$ cat src/rtl/mips_cpu_avalon_arbiter.sv
// Two-master, one-slave Avalon-MM arbiter: m0 (CPU) and m1 (loader/DMA/debug) share one memory.
// Optional `ARB_ROUND_ROBIN_EN selects round-robin tie-breaking; otherwise m0 has fixed priority.
module mips_cpu_avalon_arbiter #(
    parameter int ADDR_W = 32,
    parameter int DATA_W = 32
) (
    input  logic                clk,
    input  logic                reset,

    input  logic [ADDR_W-1:0]   m0_address,
    input  logic                m0_read,
    input  logic                m0_write,
    input  logic [DATA_W/8-1:0] m0_byteenable,
    input  logic [DATA_W-1:0]   m0_writedata,
    output logic [DATA_W-1:0]   m0_readdata,
    output logic                m0_waitrequest,

    input  logic [ADDR_W-1:0]   m1_address,
    input  logic                m1_read,
    input  logic                m1_write,
    input  logic [DATA_W/8-1:0] m1_byteenable,
    input  logic [DATA_W-1:0]   m1_writedata,
    output logic [DATA_W-1:0]   m1_readdata,
    output logic                m1_waitrequest,

    output logic [ADDR_W-1:0]   s_address,
    output logic                s_read,
    output logic                s_write,
    output logic [DATA_W/8-1:0] s_byteenable,
    output logic [DATA_W-1:0]   s_writedata,
    input  logic [DATA_W-1:0]   s_readdata,
    input  logic                s_waitrequest,

    output logic [1:0]          grant
);

    // State encoding doubles as the one-hot grant vector.
    typedef enum logic [1:0] {
        IDLE   = 2'b00,
        OWN_M0 = 2'b01,
        OWN_M1 = 2'b10
    } state_t;

    state_t state_q, state_d;
    logic   last_owner_q, last_owner_d;   // 0 = m0, 1 = m1

    logic req0;
    logic req1;
    logic win_m1;

    assign req0  = m0_read | m0_write;
    assign req1  = m1_read | m1_write;
    assign grant = state_q;

`ifdef ARB_ROUND_ROBIN_EN
    // On a tie the master that did not own the bus last goes first.
    assign win_m1 = req1 & (~req0 | ~last_owner_q);
`else
    assign win_m1 = req1 & ~req0;
`endif

    always_ff @(posedge clk or posedge reset) begin
        if (reset) begin
            state_q      <= IDLE;
            last_owner_q <= 1'b1;
        end else begin
            state_q      <= state_d;
            last_owner_q <= last_owner_d;
        end
    end

    always_comb begin
        state_d      = state_q;
        last_owner_d = last_owner_q;
        case (state_q)
            IDLE: begin
                if (req0 | req1) begin
                    state_d = win_m1 ? OWN_M1 : OWN_M0;
                end
            end
            OWN_M0: begin
                // A request dropped before completion simply releases the bus.
                if (!req0) begin
                    state_d = IDLE;
                end else if (!s_waitrequest) begin
                    state_d      = IDLE;
                    last_owner_d = 1'b0;
                end
            end
            OWN_M1: begin
                if (!req1) begin
                    state_d = IDLE;
                end else if (!s_waitrequest) begin
                    state_d      = IDLE;
                    last_owner_d = 1'b1;
                end
            end
            default: begin
                state_d = IDLE;
            end
        endcase
    end

    always_comb begin
        s_address      = '0;
        s_read         = 1'b0;
        s_write        = 1'b0;
        s_byteenable   = '0;
        s_writedata    = '0;
        m0_readdata    = '0;
        m0_waitrequest = 1'b1;
        m1_readdata    = '0;
        m1_waitrequest = 1'b1;
        case (state_q)
            OWN_M0: begin
                s_address      = m0_address;
                s_read         = m0_read;
                s_write        = m0_write;
                s_byteenable   = m0_byteenable;
                s_writedata    = m0_writedata;
                m0_readdata    = s_readdata;
                m0_waitrequest = s_waitrequest;
            end
            OWN_M1: begin
                s_address      = m1_address;
                s_read         = m1_read;
                s_write        = m1_write;
                s_byteenable   = m1_byteenable;
                s_writedata    = m1_writedata;
                m1_readdata    = s_readdata;
                m1_waitrequest = s_waitrequest;
            end
            default: begin
            end
        endcase
    end

endmodule
$ cat config.mk
export PLATFORM = sky130hd
export DESIGN_NAME = mips_cpu_avalon_arbiter
export DESIGN_NICKNAME = d
export VERILOG_FILES = /design/src/rtl/mips_cpu_avalon_arbiter.sv
export SDC_FILE = /design/constraint.sdc
export NUM_CORES = 1
export LEC_CHECK = 0
export ABC_AREA = 1
export CORE_AREA = 4 4 118 120
export CTS_CLUSTER_DIAMETER = 100
export DETAILED_ROUTE_END_ITERATION = 10
export DIE_AREA = 0 0 122 124
export DONT_BUFFER_PORTS = 1
export GPL_TIMING_DRIVEN = 0
export MAX_ROUTING_LAYER = met4
export PLACE_DENSITY = 0.3
export RECOVER_POWER = 100
export SLEW_MARGIN = 20
export SYNTH_ARGS = -nofsm -noshare
export SYNTH_HDL_FRONTEND = slang
export SYNTH_SLANG_ARGS = --single-unit
$ cat constraint.sdc
create_clock -name clk -period 1.9 [get_ports clk]
set_input_delay 0.285 -clock clk [delete_from_list [all_inputs] [get_ports clk]]
set_output_delay 0.285 -clock clk [all_outputs]
set_load 0.005 [all_outputs]
==> flow_summary_export.csv <==
group,metric,value,unit
logic_synthesis,ys_types,15,
logic_synthesis,syn-num-nets,594,
placement,detailed_place_hpwl,9460,um
die,fp.dieH,124,um
grt,grt_max_degree,11,
die,die_w,122,um
setup_path,crit_path_max_incr_delay,0.46,ns
logic_synthesis,synth_flop_cell,"dfrtp_1",
cts,cts_tree,"yes",
layout,fin_nets,603,
sta,drv_slew,0,
sta,finalCritPeriodShare,0.967,
setup_path,cp-end-kind,"primary output",
layout,drive_above_1_share,0.290,
routing,ant_nets,0,
routing,drtIter0Drc,58,
layout,final_area,0.00265,mm^2
logic_synthesis,ys_top_cells_by_count,"209 x nand2_1, 76 x inv_1, 60 x a21oi_1",
setup_path,path_buf_inv,3,
setup_path,critPathArrivalTime,1.55,ns
logic_synthesis,synth_seq_cells,2,
setup_path,critPathLaunchType,"register",
die,core_area,0.0130,mm^2
layout,fin_util,0.204,
grt,grt_pass1_vias,2669,
logic_synthesis,mappedNetlistArea,0.00186,mm^2
die,io_pins,313,
logic_synthesis,ys_top_cells_by_area,"nand2_1 42%, a21oi_1 16%, inv_1 15%, buf_2 5.4%, a21oi_2 4.7%",
setup_path,cp_top_family,"flip-flops",
cts,clock-sinks,2,
setup_path,worst-setup-path-type,"reg2out",
grt,grt_overflow,0,
logic_synthesis,syn_inst,414,
cts,clockRootBuffer,"clkbuf_16",
cts,clk_transition_reported_paths,0.03,ns
setup_path,slowest_stage,"dfrtp_2",
die,dieArea,0.0151,mm^2
routing,wl_per_cell,18.2,um
logic_synthesis,yosys.area.top_type,"nand2_1",
sta,skew,0.000575,ns
logic_synthesis,synthArstFlopShare,1.00,
placement,dp.cells,590,
routing,drc,0,
die,placementRows,42,
worst_hold_path,hp-class,"in2async",
logic_synthesis,synth_top_area_frac,0.423,
sta,finalHoldViolCount,0,
routing,vias,2634,
logic_synthesis,yosys_warnings,0,
placement,place_area,0.00208,mm^2
sta,tightest_slew,0.209,ns
setup_path,cp_cell_sequence,"inv_2, ha_1, buf_6, buf_4, nand2_1, a21oi_4",
outcome,run_status,"finished, final reports clean",
logic_synthesis,synth_edf_count,0,
logic_synthesis,yosysSeqAreaShare,0.0270,
layout,area_growth,42.5,%
grt,grt_usage,0.132,
routing,wl,10900,um
placement,dp_slack,-0.318,ns
job,max_cap_violations,0,
logic_synthesis,avgSynthCellArea,4.48,um^2
power_and_ir_drop,vdd.ir_drop.worst,0.617,mV
cts,cts_max_level,1,
die,initial_utilization,0.143,
layout,n_antenna_cell,0,
power_and_ir_drop,power_density,1390,mW/mm^2
grt,antenna_found_initial,0,
layout,largest_register_ffs,2,
sta,relSlewSlack,0.860,
sta,finalWorstSetupSlack,0.0634,ns
sta,tns,0,ns
grt,grt_pass1_wl,15000,um
sta,hold_slack,0.358,ns
placement,port_buffers,0,
sta,fmax,0.544,GHz
setup_path,cp.required,1.62,ns
power_and_ir_drop,power,3.67,mW
sta,setup_viol,0,
routing,routed_via_density,4.41,
cts,cts_buffers,3,
logic_synthesis,synth.most_common_cell,"nand2_1",
placement,gp_congestion,0.923,
cts,clock_latency,0.22,ns
sta,rsz0062_at_grt,"yes",
sta,period_needed,1.84,ns
layout,final_cells,597,
power_and_ir_drop,leakagePower,1.34,nW
routing,drtPass1Iterations,6,
cts,clock_path_buffers,2,
setup_path,critPathMaxFanout,10,
-- routing by layer --
metal	GRT usage	wire length, um
met4	0.0189	137
met5	-	0
met3	0.0118	723
met2	0.266	6030
met1	0.142	3990
-- report_power, final --
part	internal [mW]	switching (mW)	leakage, nW
clock network	0.267	0.0446	0.0370
logic	1.18	2.08	1.28
registers	0.0614	0.0417	0.0229
-- logic make-up (layout without fill, tap and decap cells) --
family / Yosys count / after routing / synth area share
adder cells (fa/ha/maj): 5 / 5 / 0.0337
flip-flops: 2 / 2 / 0.0270
AND/OR/NAND/NOR: 228 / 228 / 0.479
AO/OA/AOI/OAI: 71 / 71 / 0.212
buffers and inverters: 108 / 115 / 0.248
-- what timing repair did --
action	in CTS	in global routing
gates resized for setup	78	56
gates cloned	1	0
endpoints found under the hold margin	2	0
endpoints found under the setup margin	116	121
pin swaps	4	6
buffers inserted	2	0
hold buffers	1	0
-- cell type report --
| class | count | area (um^2) |
|---|---|---|
| Clock buffer | 3 | 75.1 |
| Buffer | 31 | 334 |
| Sequential cell | 2 | 52.6 |
| Tap cell | 176 | 220 |
| Timing Repair Buffer | 4 | 56.3 |
| Inverter | 77 | 292 |
| Fill cell | 1516 | 10300 |
| Multi-Input combinational cell | 304 | 1620 |
-- cell usage in the layout (no fill, tap or decap), types with 2 or more instances in the layout --
master and count:
a21oi_1 6, a21oi_2 58, a21oi_4 6, buf_12 5
buf_2 2, buf_4 13, buf_6 7, clkbuf_16 4
clkbuf_4 3, dfrtp_2 2, ha_1 4, inv_1 73
inv_2 3, nand2_1 205, nand2_2 14, nand3_1 7
nor2_1 2
-- final timing paths --
check,startpoint,end,slack (ns),cells past startpoint
setup / recovery,grant[0],s_writedata[11],0.06,6
hold / removal,reset,grant[1],0.36,2
setup reg to reg,grant[0],grant[0],0.47,8
hold reg to reg,grant[1],grant[1],0.61,2
max in group asynchronous,reset,grant[0],1.42,2
min in group clk,m0_write,grant[0],0.36,5
Power figures use the tool's default switching activity.
